`src/rtl/led_pattern_engine.sv`:
```
// Multi-pattern LED driver: rotate-left/right, bounce and fill-bar patterns
// stepped by a speed-selectable prescaler, with run/pause/stop control.
module led_pattern_engine #(
   parameter int N_LED       = 8,
   parameter int TICK_CYCLES = 100_000_000,
   parameter int CNT_W       = $clog2(TICK_CYCLES+1)
) (
   input  logic             clk,
   input  logic             rst,
   input  logic             start,
   input  logic             stop,
   input  logic             pause,
   input  logic [1:0]       mode,
   input  logic [1:0]       speed,
   output logic [N_LED-1:0] led,
   output logic             running,
   output logic             step
);

   typedef enum logic [1:0] {IDLE, RUN, PAUSE} state_t;

   localparam logic [N_LED-1:0] SEED_LO = {{(N_LED-1){1'b0}}, 1'b1};
   localparam logic [N_LED-1:0] SEED_HI = {1'b1, {(N_LED-1){1'b0}}};
   localparam logic             DIR_L   = 1'b0;
   localparam logic             DIR_R   = 1'b1;

   state_t           state;
   logic [CNT_W-1:0] cnt;
   logic [CNT_W-1:0] pm1;
   logic [31:0]      per;
   logic             dir;
   logic [1:0]       mode_q;
   logic             pause_prev;
   logic             pause_edge;
   logic [N_LED-1:0] nxt_led;
   logic             nxt_dir;

   assign pause_edge = pause & ~pause_prev;

   // Step period tracks speed live; a shift to zero is clamped to one cycle.
   always_comb begin
      per = 32'(TICK_CYCLES) >> speed;
      pm1 = (per == 32'd0) ? '0 : CNT_W'(per - 32'd1);
   end

   always_comb begin
      nxt_led = led;
      nxt_dir = dir;
      case (mode_q)
         2'b00: nxt_led = {led[N_LED-2:0], led[N_LED-1]};
         2'b01: nxt_led = {led[0], led[N_LED-1:1]};
         2'b10: begin
            // Reverse at the ends so each end bit is lit once per sweep.
            if (dir == DIR_L) begin
               if (led[N_LED-1]) begin
                  nxt_led = led >> 1;
                  nxt_dir = DIR_R;
               end else begin
                  nxt_led = led << 1;
               end
            end else begin
               if (led[0]) begin
                  nxt_led = led << 1;
                  nxt_dir = DIR_L;
               end else begin
                  nxt_led = led >> 1;
               end
            end
         end
         default: nxt_led = (&led) ? SEED_LO : {led[N_LED-2:0], 1'b1};
      endcase
   end

   always_ff @(posedge clk) begin
      if (!rst) begin
         state      <= IDLE;
         led        <= '0;
         running    <= 1'b0;
         step       <= 1'b0;
         cnt        <= '0;
         dir        <= DIR_L;
         mode_q     <= 2'b00;
         pause_prev <= 1'b0;
      end else begin
         pause_prev <= pause;
         step       <= 1'b0;
         if (stop) begin
            state   <= IDLE;
            led     <= '0;
            cnt     <= '0;
            running <= 1'b0;
         end else if (start) begin
            state   <= RUN;
            running <= 1'b1;
            mode_q  <= mode;
            cnt     <= '0;
            dir     <= DIR_L;
            led     <= (mode == 2'b01) ? SEED_HI : SEED_LO;
         end else begin
            case (state)
               RUN: begin
                  if (pause_edge) begin
                     state   <= PAUSE;
                     running <= 1'b0;
                  end else if (cnt >= pm1) begin
                     cnt  <= '0;
                     led  <= nxt_led;
                     dir  <= nxt_dir;
                     step <= 1'b1;
                  end else begin
                     cnt <= cnt + CNT_W'(1);
                  end
               end
               PAUSE: begin
                  if (pause_edge) begin
                     state   <= RUN;
                     running <= 1'b1;
                  end
               end
               default: ;
            endcase
         end
      end
   end

endmodule

```
`config.mk`:
```
export PLATFORM = sky130hd
export DESIGN_NAME = led_pattern_engine
export DESIGN_NICKNAME = d
export VERILOG_FILES = /design/src/rtl/led_pattern_engine.sv
export SDC_FILE = /design/constraint.sdc
export NUM_CORES = 1
export LEC_CHECK = 0
export ABC_AREA = 1
export BUFFER_PORTS_ARGS = -buffer_cell sky130_fd_sc_hd__buf_2
export CAP_MARGIN = 20
export CORE_ASPECT_RATIO = 0.5
export CORE_MARGIN = 5
export CORE_UTILIZATION = 44
export CTS_CLUSTER_SIZE = 24
export DETAILED_ROUTE_END_ITERATION = 6
export GPL_TIMING_DRIVEN = 0
export SLEW_MARGIN = 20
export SYNTH_ARGS = -nofsm -noshare
export SYNTH_HDL_FRONTEND = slang
export SYNTH_SLANG_ARGS = --single-unit
```
`constraint.sdc`:
```
create_clock -name clk -period 2.6 [get_ports clk]
set_clock_uncertainty 0.2 [all_clocks]
set_input_delay 0.13 -clock clk [delete_from_list [all_inputs] [get_ports clk]]
set_output_delay 0.13 -clock clk [all_outputs]
set_load 0.1 [all_outputs]
```
======== Word-level counts from Yosys, hierarchy flattened ========
Cells that the tools add are included.
word-level totals
  memory bits (read-only) ................. 0
  input port bits ......................... 9
  register bits after elaboration ......... 43
  output and inout port bits .............. 10
  logic and storage cells ................. 75
  bits in latches ......................... 0
  memory bits (writable) .................. 0
  memories ................................ 0
cells by class
  reductions and logical operators ........ 17
  divide/modulo/power cells ............... 0
  shift-type cells ........................ 1
  $mul .................................... 0
  bitwise logic cells ..................... 6
  eq/ne operators ......................... 10
  order comparisons ....................... 1
  add/subtract/negate cells ............... 2
  multiplexer cells ....................... 29
operators with widths
  operator                 number
  $mux W8                  9
  $mux W27                 2
  $logic_not A32 Y1        1
  $shr A27 B2 Y32 const A  1
  $add A27 B1 Y27 const B  1
  $ge A27 B27 Y1           1
  $sub A27 B1 Y27 const B  1
  $pmux W8 S3              1
  $mux W1                  13
  $reduce_and A3 Y1        3
  $reduce_and A8 Y1        1
  $reduce_bool A2 Y1       4
  $eq A2 B1 Y1 const B     3
  $ne A2 B2 Y1 const B     3
  $ne A3 B3 Y1 const B     2
  $not A1 Y1               5
  $reduce_and A5 Y1        1
  $reduce_or A5 Y1         1
  $eq A2 B2 Y1 const B     2
  $mux W2                  2
  $pmux W2 S2              1
  $reduce_and A2 Y1        2
  $reduce_bool A3 Y1       1
  $reduce_or A3 Y1         1
  4 further kinds          4

======== Logic depth before layout (Yosys ltp) ========
Gate-level depths: netlist of the first run.
  depth after elaboration ................. 8
  mapped depth ............................ 17
  gate-level depth less buffers ........... 16

======== Worst setup path before layout of the first run ========
No wires, ideal clock.
  kind .................................... register -> register
  start point ............................. register, netlist name running
  end point ............................... register cnt[24]
  setup slack ............................. 0.160 ns
  period minus slack after synthesis ...... 2.440 ns
  data required time ...................... 2.287 ns
  stages on the path, launching flop included .. 12
  setup time .............................. 0.113 ns
  data arrival time ....................... 2.127 ns
  buffers on the path ..................... 0
  cells stage by stage .................... dfxtp_1 > inv_1 > nor2_2 > nand2_2 > nor2_2 > nand3b_2 > nor2_4 > nand2_4 > nor2_4 > nand3_1 > o21ai_1 > nor2_1
RTL lines
  element                 line  source
  end signal: assignment  111   cnt <= cnt + CNT_W'(1);
  end: declaration        28    logic [CNT_W-1:0] cnt;

======== Worst setup path in the final report of the first run ========
  start point ............................. register cnt[23]
  end point ............................... register cnt[7]
between the ends
  longest elaborated chain between the ends .. 2
ends and longest elaborated chain
  element         line  source
  $ge A27 B27 Y1  105   end else if (cnt >= pm1) begin
  $mux W27        105
Every way passes these cells.
A chain may end at the register's enable or synchronous reset.

==> impl_metrics.yaml, run 1 <==
global_route:
  grt_use_met2_pct: 28.53
  use_met1_pct: 27.15
  grt_pass1_vias: 2645
  grtUsageMet3_pct: 2.769
  track_usage_pct: 18.48
  grt_pass1_wl_um: 12900
  antenna_found_initial: 0
  grt_max_degree: 14
  grt.busiest_layer: "met2"
  overflow: 0
die:
  die_y_um: 68.78
  die_area_mm2: 0.008774
  initial_utilization_pct: 45.38
  fp.dieW_um: 127.6
  core_mm2: 0.006700
  pin_count: 19
  rows: 21
power_and_ir_drop:
  power_mw: 1.428
  p_per_area_mw_per_mm2: 410.7
  total_leakage_power_nw: 1.585
  power_frac_comb_pct: 9.7
  p_sw_share_pct: 24.77
  ir_drop_mv: 0.2291
  p_clk_share_pct: 44.4
  p_sw_mw: 0.3536
  seqPwrFrac_pct: 46.0
  internal-power_mw: 1.074
sta:
  slew_viol_final: 0
  timing.final.hold_violations: 0
  clock.fmax_mhz: 426.0
  setup_tns_ps: 0
  slew_headroom_pct: 63.38
  tightest_slew_ps: 549.3
  grt_setup_unrepaired: "false"
  fin_crit_ps: 2347
  finalSetupViolCount: 0
  whs_ps: 37.42
  post-route-period-util_pct: 90.28
placement:
  hpwl_um: 5682
  dp.cells: 594
  portBuffers: 18
  gp_congestion: 0.8735
  dpl_cell_area_mm2: 0.003253
finish:
  num_antenna_cells: 0
  area_growth_pct: 14.32
  nNetsFinal: 547
  multi_input_area_mm2: 0.001911
  stdcell_count: 609
  design_area_mm2: 0.003476
  seqCellArea_um2: 842.1
  drive_gt1_share_pct: 10.83
  fill_cells: 707
cts:
  clkTransAtPathRegs_ps: 60
  cts_root_buf: "clkbuf_16"
  h-tree-depth: 2
  cts.sinks: 42
  cts_made_buffers: 5
  max-clock-path-buffers: 2
  clkLatencyLatePin_ps: 280
  cts_tree: "yes"
routing:
  post_drt_wl_per_cell_um: 11.95
  drt-initial-drc-count: 186
  route.vias.total: 2909
  wirelength_um: 7275
  firstDrtPassIters: 5
  drc: 0
  via_per_inst: 4.777
  antenna_left: 0
logic_synthesis:
  synth-seq-cells: 42
  synth_top_cell_by_area: "dfxtp_1"
  netlist_area_mm2: 0.003040
  synthTopCellsByArea: "dfxtp_1, nand2_1, nor2_1"
  ys_types: 33
  synth_ff_type: "dfxtp_1"
  yosys-top-cells-count: "nand2_1, nor2_1, inv_1, dfxtp_1, o21ai_0"
  synth_most_common_cell: "nand2_1"
  yosysSeqAreaShare_pct: 27.65
  ys_async_sr_fraction_pct: 0
  synth.avg_cell_area_um2: 6.308
  synth_edf_count: 0
  synthesis.instances: 482
  yosysWarnings: 0
  synth_top_area_share_pct: 27.65
worst_setup_path:
  r2r_cells: 11
  crit_path_end_kind: "flop"
  cp-start-kind: "flop"
  cp.required_ps: 2620
  path_class: "flop to flop"
  critPathArrivalTime_ps: 2360
  worstPathMaxFanout: 10
worst_hold_path:
  min_path_type: "input port to flop"
  min_path_cells: 4
outcome:
  status: "complete, no violations"
flow_run:
  drv_cap: 0
[repair_timing]
item                                    4_1_cts  5_1_grt
resized for setup                             0        1
setup buffers                                 0        0
hold buffers                                  7        0
hold endpoints to repair                      6        0
endpoints found under the setup margin        0        8
[sequential cells by signal, summed over array words and instances, names as in the netlist]
register and flops:
cnt 27, step 1, dir 1, led 8, pause_prev 1, running 1
state 1, mode_q 2
[per-layer routing]
layer  wire length (um)  vias to the layer above
li1                   -                     1611
met1               4092                     1249
met2               2909                       44
met3                228                        5
met4                 44                        0
met5                  0                        -
[power by group through the flow]
stage	logic [mW]	clock network [mW]	registers, mW
6_report	0.138	0.633	0.656
5_1_grt	0.159	0.686	0.657
4_1_cts	0.138	0.658	0.656
3_5_place_dp	0.129	0	0.671
3_3_place_gp	0.130	0	0.670
2_1_floorplan	0.0811	0	0.683
[worst max-delay path: stages, from the launching register on]
cell,delay [ps]
dfxtp_2,360
ha_1,330
nand2_1,80
nor2_1,60
nand2_1,50
nand3_1,60
nor2_1,160
nand4_2,250
nand2_2,180
nand3_2,170
buf_2,270
nor2_1,100
[metrics by stage]
step	util (%)	setup WS [ps]
2_1_floorplan	-	160.2
3_3_place_gp	48.55	9.120
3_5_place_dp	48.55	-4.071
4_1_cts	51.86	164.2
5_1_grt	51.88	25.33
6_report	51.88	252.8
[final timing paths]
kind	slack, ps	start	endpoint
setup / recovery	250	cnt[23]	cnt[7]
hold / removal	40	start	cnt[8]
setup reg to reg	250	cnt[23]	cnt[7]
hold reg to reg	280	cnt[1]	cnt[1]
[layout make-up]
cell class,count,area share [%]
clock inverter,2,0.3600
clock buffer,6,3.996
multi-input combinational,366,54.97
sequential,42,24.23
tap,92,3.312
inverter,71,7.703
timing repair buffer,25,4.608
buffer,5,0.8279
[cell usage in the layout (no fill, tap or decap), types with 4 or more instances in the layout]
cell           count
ha_1              22
conb_1             4
nor2_2             5
a21oi_1           23
xor2_1             8
o21ai_1            6
dlygate4sd3_1      7
nor3_1             7
inv_1             68
nand3_1           24
nand2_2            5
buf_2             20
o21ai_0           30
nor2_1            74
dfxtp_1           41
nand2_1          124
nor2_4             7
nand4_1            7
clkbuf_16          5
[kinds of logic after synthesis]
group | share of synthesized area, %
and+or+nand+nor | 38.81
other | 0.2470
buffers and inverters | 9.753
DFF | 27.65
adders and majority gates | 9.053
AOI/OAI and AO/OA | 11.89
xor gates and xnor gates | 2.593
No activity file was read; power rests on OpenSTA's default activity.
==> run 2: changes to the inputs <==
Settings changed: CELL_PAD_IN_SITES_DETAIL_PLACEMENT set to 2, CELL_PAD_IN_SITES_GLOBAL_PLACEMENT set to 2, CORE_UTILIZATION 44 to 33, PLACE_DENSITY_LB_ADDON set to 0.1.
==> impl_metrics.yaml, run 2 (same netlist as run 1, synthesis figures left out) <==
sta:
  clock.fmax_mhz: 419.6
  setup_tns_ps: 0
  finalSetupViolCount: 0
  slew_viol_final: 0
  whs_ps: 66.87
  tightest_slew_ps: 596.5
  post-route-period-util_pct: 91.66
  grt_setup_unrepaired: "false"
  timing.final.hold_violations: 0
  fin_crit_ps: 2383
  slew_headroom_pct: 60.23
power_and_ir_drop:
  p_per_area_mw_per_mm2: 435.6
  power_mw: 1.539
  ir_drop_mv: 0.1874
  total_leakage_power_nw: 1.599
cts:
  clkTransAtPathRegs_ps: 60
  cts_tree: "yes"
  max-clock-path-buffers: 2
  clkLatencyLatePin_ps: 280
  cts_made_buffers: 5
  post_cts_buffers: 0
  cts_root_buf: "clkbuf_16"
  h-tree-depth: 2
  cts.sinks: 42
worst_setup_path:
  worstPathMaxFanout: 10
  crit_path_end_kind: "flop"
  crit_buf_inv: 1
  path_cells: "ha_1, a21oi_1, nor2_1, nor2_1, nand4_4, nand2_2, nand3_2, buf_2, nor2_1"
  slowest_delay_ps: 350
  cp.required_ps: 2620
  crit_path_frequent_cell: "nor2_1"
  cp-start-kind: "flop"
  r2r_cells: 9
  critPathArrivalTime_ps: 2400
  path_class: "flop to flop"
  cp.depth: 9
  cp_top_family: "simple AND/OR/NAND/NOR gates"
  cp_slowest_cell: "dfxtp_1"
worst_hold_path:
  min_path_type: "input port to flop"
  min_path_cells: 4
routing:
  antenna_left: 0
  drc: 0
  drt-initial-drc-count: 84
  route.vias.total: 3170
  firstDrtPassIters: 4
  via_per_inst: 5.008
  wirelength_um: 9929
  post_drt_wl_per_cell_um: 15.69
finish:
  final_common_cell: "nand2_1"
  final_cell_mix: "nand2_1, nor2_1, inv_1, dfxtp_1, o21ai_0"
  nNetsFinal: 547
  regMostFlops: "cnt"
  largest_reg_flops: 27
  fill_cells: 1130
  reg.largest.list: "cnt: 27 flops, led: 8 flops, mode_q: 2 flops"
  area_growth_pct: 16.21
  num_antenna_cells: 0
  drive_gt1_share_pct: 10.66
die:
  die_area_mm2: 0.01135
  rows: 24
  initial_utilization_pct: 34.44
  fp.dieW_um: 145.7
  pin_count: 19
  die_y_um: 77.88
  core_mm2: 0.008828
outcome:
  status: "complete, no violations"
placement:
  hpwl_um: 8016
  portBuffers: 18
  gp_congestion: 0.8001
global_route:
  track_usage_pct: 18.19
  grt_pass1_wl_um: 16990
  overflow: 0
  grt_max_degree: 13
  antenna_found_initial: 0
  grt_pass1_vias: 3406
flow_run:
  drv_cap: 0
[run 2: changes by cell type in the layout (fill, tap and decap cells not counted), sizes merged]
cell      change
clkinvlp      -1
bufinv        +1
clkinv        -1
[run 2: metrics by stage]
stage | instance area [um2] | utilization, % | setup WS, ps | instances
CTS | 3523 | 39.91 | 30.83 | 633
finish | 3533 | 40.02 | 216.8 | 633
global route | 3533 | 40.02 | 21.22 | 633
detailed placement | 3284 | 37.20 | -129.6 | 619
global placement | 3284 | 37.20 | -81.27 | 619
floorplan | 3048 | - | 160.2 | 484
[run 2: metal layers]
metal	up-vias	global-route usage (%)	wire length, um
li1	1601	-	-
met5	-	0	0
met3	7	2.619	154
met2	21	31.88	4600
met1	1541	24.29	5115
met4	0	2.980	59
[run 2: what timing repair did]
action	in CTS	in global routing
gates resized for setup	0	2
hold endpoints to repair	5	0
setup endpoints to repair	0	16
hold buffers	7	0
[run 2: worst reg2reg max path, stage by stage, from the launching register on]
cell and delay, ps:
dfxtp_1 350, ha_1 350, a21oi_1 160, nor2_1 70, nor2_1 240, nand4_4 200
nand2_2 160, nand3_2 180, buf_2 280, nor2_1 130
[run 2: path summary, 6_finish.rpt]
kind / from / end / slack, ps
max reg2reg: cnt[20] / cnt[10] / 220
max: cnt[20] / cnt[10] / 220
min reg2reg: state[1] / state[1] / 300
min: start / state[1] / 70
[run 2: area by class of cell]
type / count / area, um2 / share of cell area, %
clock inverter: 1 / 30.03 / 0.8499
clock buffer: 6 / 138.9 / 3.931
inverter: 71 / 267.8 / 7.578
sequential: 42 / 842.1 / 23.83
buffer: 5 / 28.78 / 0.8144
multi-input combinational: 366 / 1919 / 54.32
tap: 117 / 146.4 / 4.143
timing repair buffer: 25 / 160.2 / 4.533
[run 2: power breakdown]
part	leakage, nW	switching, mW	total (mW)	internal [mW]
Sequential	0.340	0.00791	0.657	0.649
Combinational	1.18	0.101	0.147	0.0456
Clock	0.0829	0.262	0.736	0.474
Total	1.60	0.370	1.54	1.17
==> run 3: changes to the inputs <==
Settings changed: CTS_CLUSTER_DIAMETER set to 50, MAX_ROUTING_LAYER set to met4.
==> impl_metrics.yaml, run 3 (same netlist as run 1, synthesis figures left out) <==
outcome:
  status: "complete, no violations"
worst_setup_path:
  crit_path_end_kind: "flop"
  cp.required_ps: 2620
  critPathArrivalTime_ps: 2400
  worstPathMaxFanout: 10
  path_class: "flop to flop"
  cp-start-kind: "flop"
routing:
  drt-initial-drc-count: 94
  wirelength_um: 9914
  firstDrtPassIters: 4
  drc: 0
  antenna_left: 0
  post_drt_wl_per_cell_um: 15.66
  route.vias.total: 3171
  via_per_inst: 5.009
finish:
  regMostFlops: "cnt"
  nNetsFinal: 547
  fill_cells: 1130
  stdcell_count: 633
  final_core_util_pct: 40.02
  area_growth_pct: 16.21
  num_antenna_cells: 0
  reg.largest.list: "cnt: 27 flops, led: 8 flops, mode_q: 2 flops"
  final_common_cell: "nand2_1"
  largest_reg_flops: 27
  drive_gt1_share_pct: 10.66
  final_cell_mix: "nand2_1, nor2_1, inv_1, dfxtp_1, o21ai_0"
placement:
  dp_slack_ps: -129.6
  dp.cells: 619
  hpwl_um: 8016
  portBuffers: 18
  gp_congestion: 0.8116
power_and_ir_drop:
  ir_drop_mv: 0.1876
  p_sw_mw: 0.3734
  p_clk_share_pct: 48.0
  power_mw: 1.542
  internal-power_mw: 1.169
  power_frac_comb_pct: 9.5
  seqPwrFrac_pct: 42.6
  total_leakage_power_nw: 1.599
  p_sw_share_pct: 24.21
  p_per_area_mw_per_mm2: 436.5
cts:
  cts_root_buf: "clkbuf_16"
  cts_made_buffers: 5
  max-clock-path-buffers: 2
  clkLatencyLatePin_ps: 290
  h-tree-depth: 2
  clkTransAtPathRegs_ps: 70
  cts_tree: "yes"
  cts.sinks: 42
sta:
  fin_crit_ps: 2383
  post-route-period-util_pct: 91.65
  grt_setup_unrepaired: "false"
  slew_viol_final: 0
  clock.fmax_mhz: 419.6
  whs_ps: 71.11
  finalSetupViolCount: 0
  timing.final.hold_violations: 0
  slew_headroom_pct: 61.15
  setup_ws_ps: 217.0
  tightest_slew_ps: 582.7
die:
  initial_utilization_pct: 34.44
  die_area_mm2: 0.01135
  core_mm2: 0.008828
  rows: 24
  die_y_um: 77.88
  fp.dieW_um: 145.7
  pin_count: 19
worst_hold_path:
  min_path_type: "input port to flop"
global_route:
  grt_pass1_vias: 3401
  grt_pass1_wl_um: 16990
  antenna_found_initial: 0
  grt_max_degree: 13
  track_usage_pct: 18.76
  overflow: 0
flow_run:
  drv_cap: 0
## run 3: cell counts in the layout (fill, tap and decap cells not counted)
Identical to the previous run, type by type.
## run 3: final cells by class
cell class                 instances  area [um2]  share of cell area, %
sequential                        42       842.1                  23.83
clock inverter                     1       30.03                 0.8499
timing repair buffer              25       160.2                  4.533
buffer                             5       28.78                 0.8144
inverter                          71       267.8                  7.578
tap                              117       146.4                  4.143
multi-input combinational        366        1919                  54.32
clock buffer                       6       138.9                  3.931
## run 3: metrics by stage
step                      TNS, ps  cell area [um2]
final                           0             3533
after global routing            0             3533
after CTS                       0             3523
after detailed placement    -1053             3284
after global placement     -854.7             3284
after floorplan                 0             3048
## run 3: worst paths after layout
check	from	endpoint	cells past startpoint	slack, ps
worst min register to register	state[1]	state[1]	2	300
worst max-delay path	cnt[20]	cnt[10]	9	220
worst max register to register	cnt[20]	cnt[10]	9	220
worst min-delay path	start	state[1]	4	70
## run 3: power groups by stage
stage                     combinational [mW]  sequential (mW)  clock (mW)
final                                  0.146            0.656       0.740
after global routing                   0.165            0.657       0.783
after CTS                              0.148            0.657       0.755
after detailed placement               0.138            0.671           0
after global placement                 0.134            0.671           0
after floorplan                       0.0811            0.683           0
## run 3: routing by layer
layer  track usage [%]  vias up  part of all wire (%)
met3             2.619        7                   1.6
li1                  -     1599                     -
met1             24.36     1543                    51
met2             31.84       22                    46
met4             2.980        0                  0.59
met5                 -        -                     0
## run 3: critical path, cell delays in order, from the launching register on
cell and delay [ps]:
dfxtp_1 350, ha_1 350, a21oi_1 160, nor2_1 70, nor2_1 240, nand4_4 200, nand2_2 150, nand3_2 180
buf_2 280, nor2_1 120
## run 3: timing repair
action | in CTS | in global routing
resized for setup | 0 | 2
buffers inserted | 0 | 0
hold buffers | 7 | 0
hold endpoints to repair | 5 | 0
endpoints found under the setup margin | 0 | 16
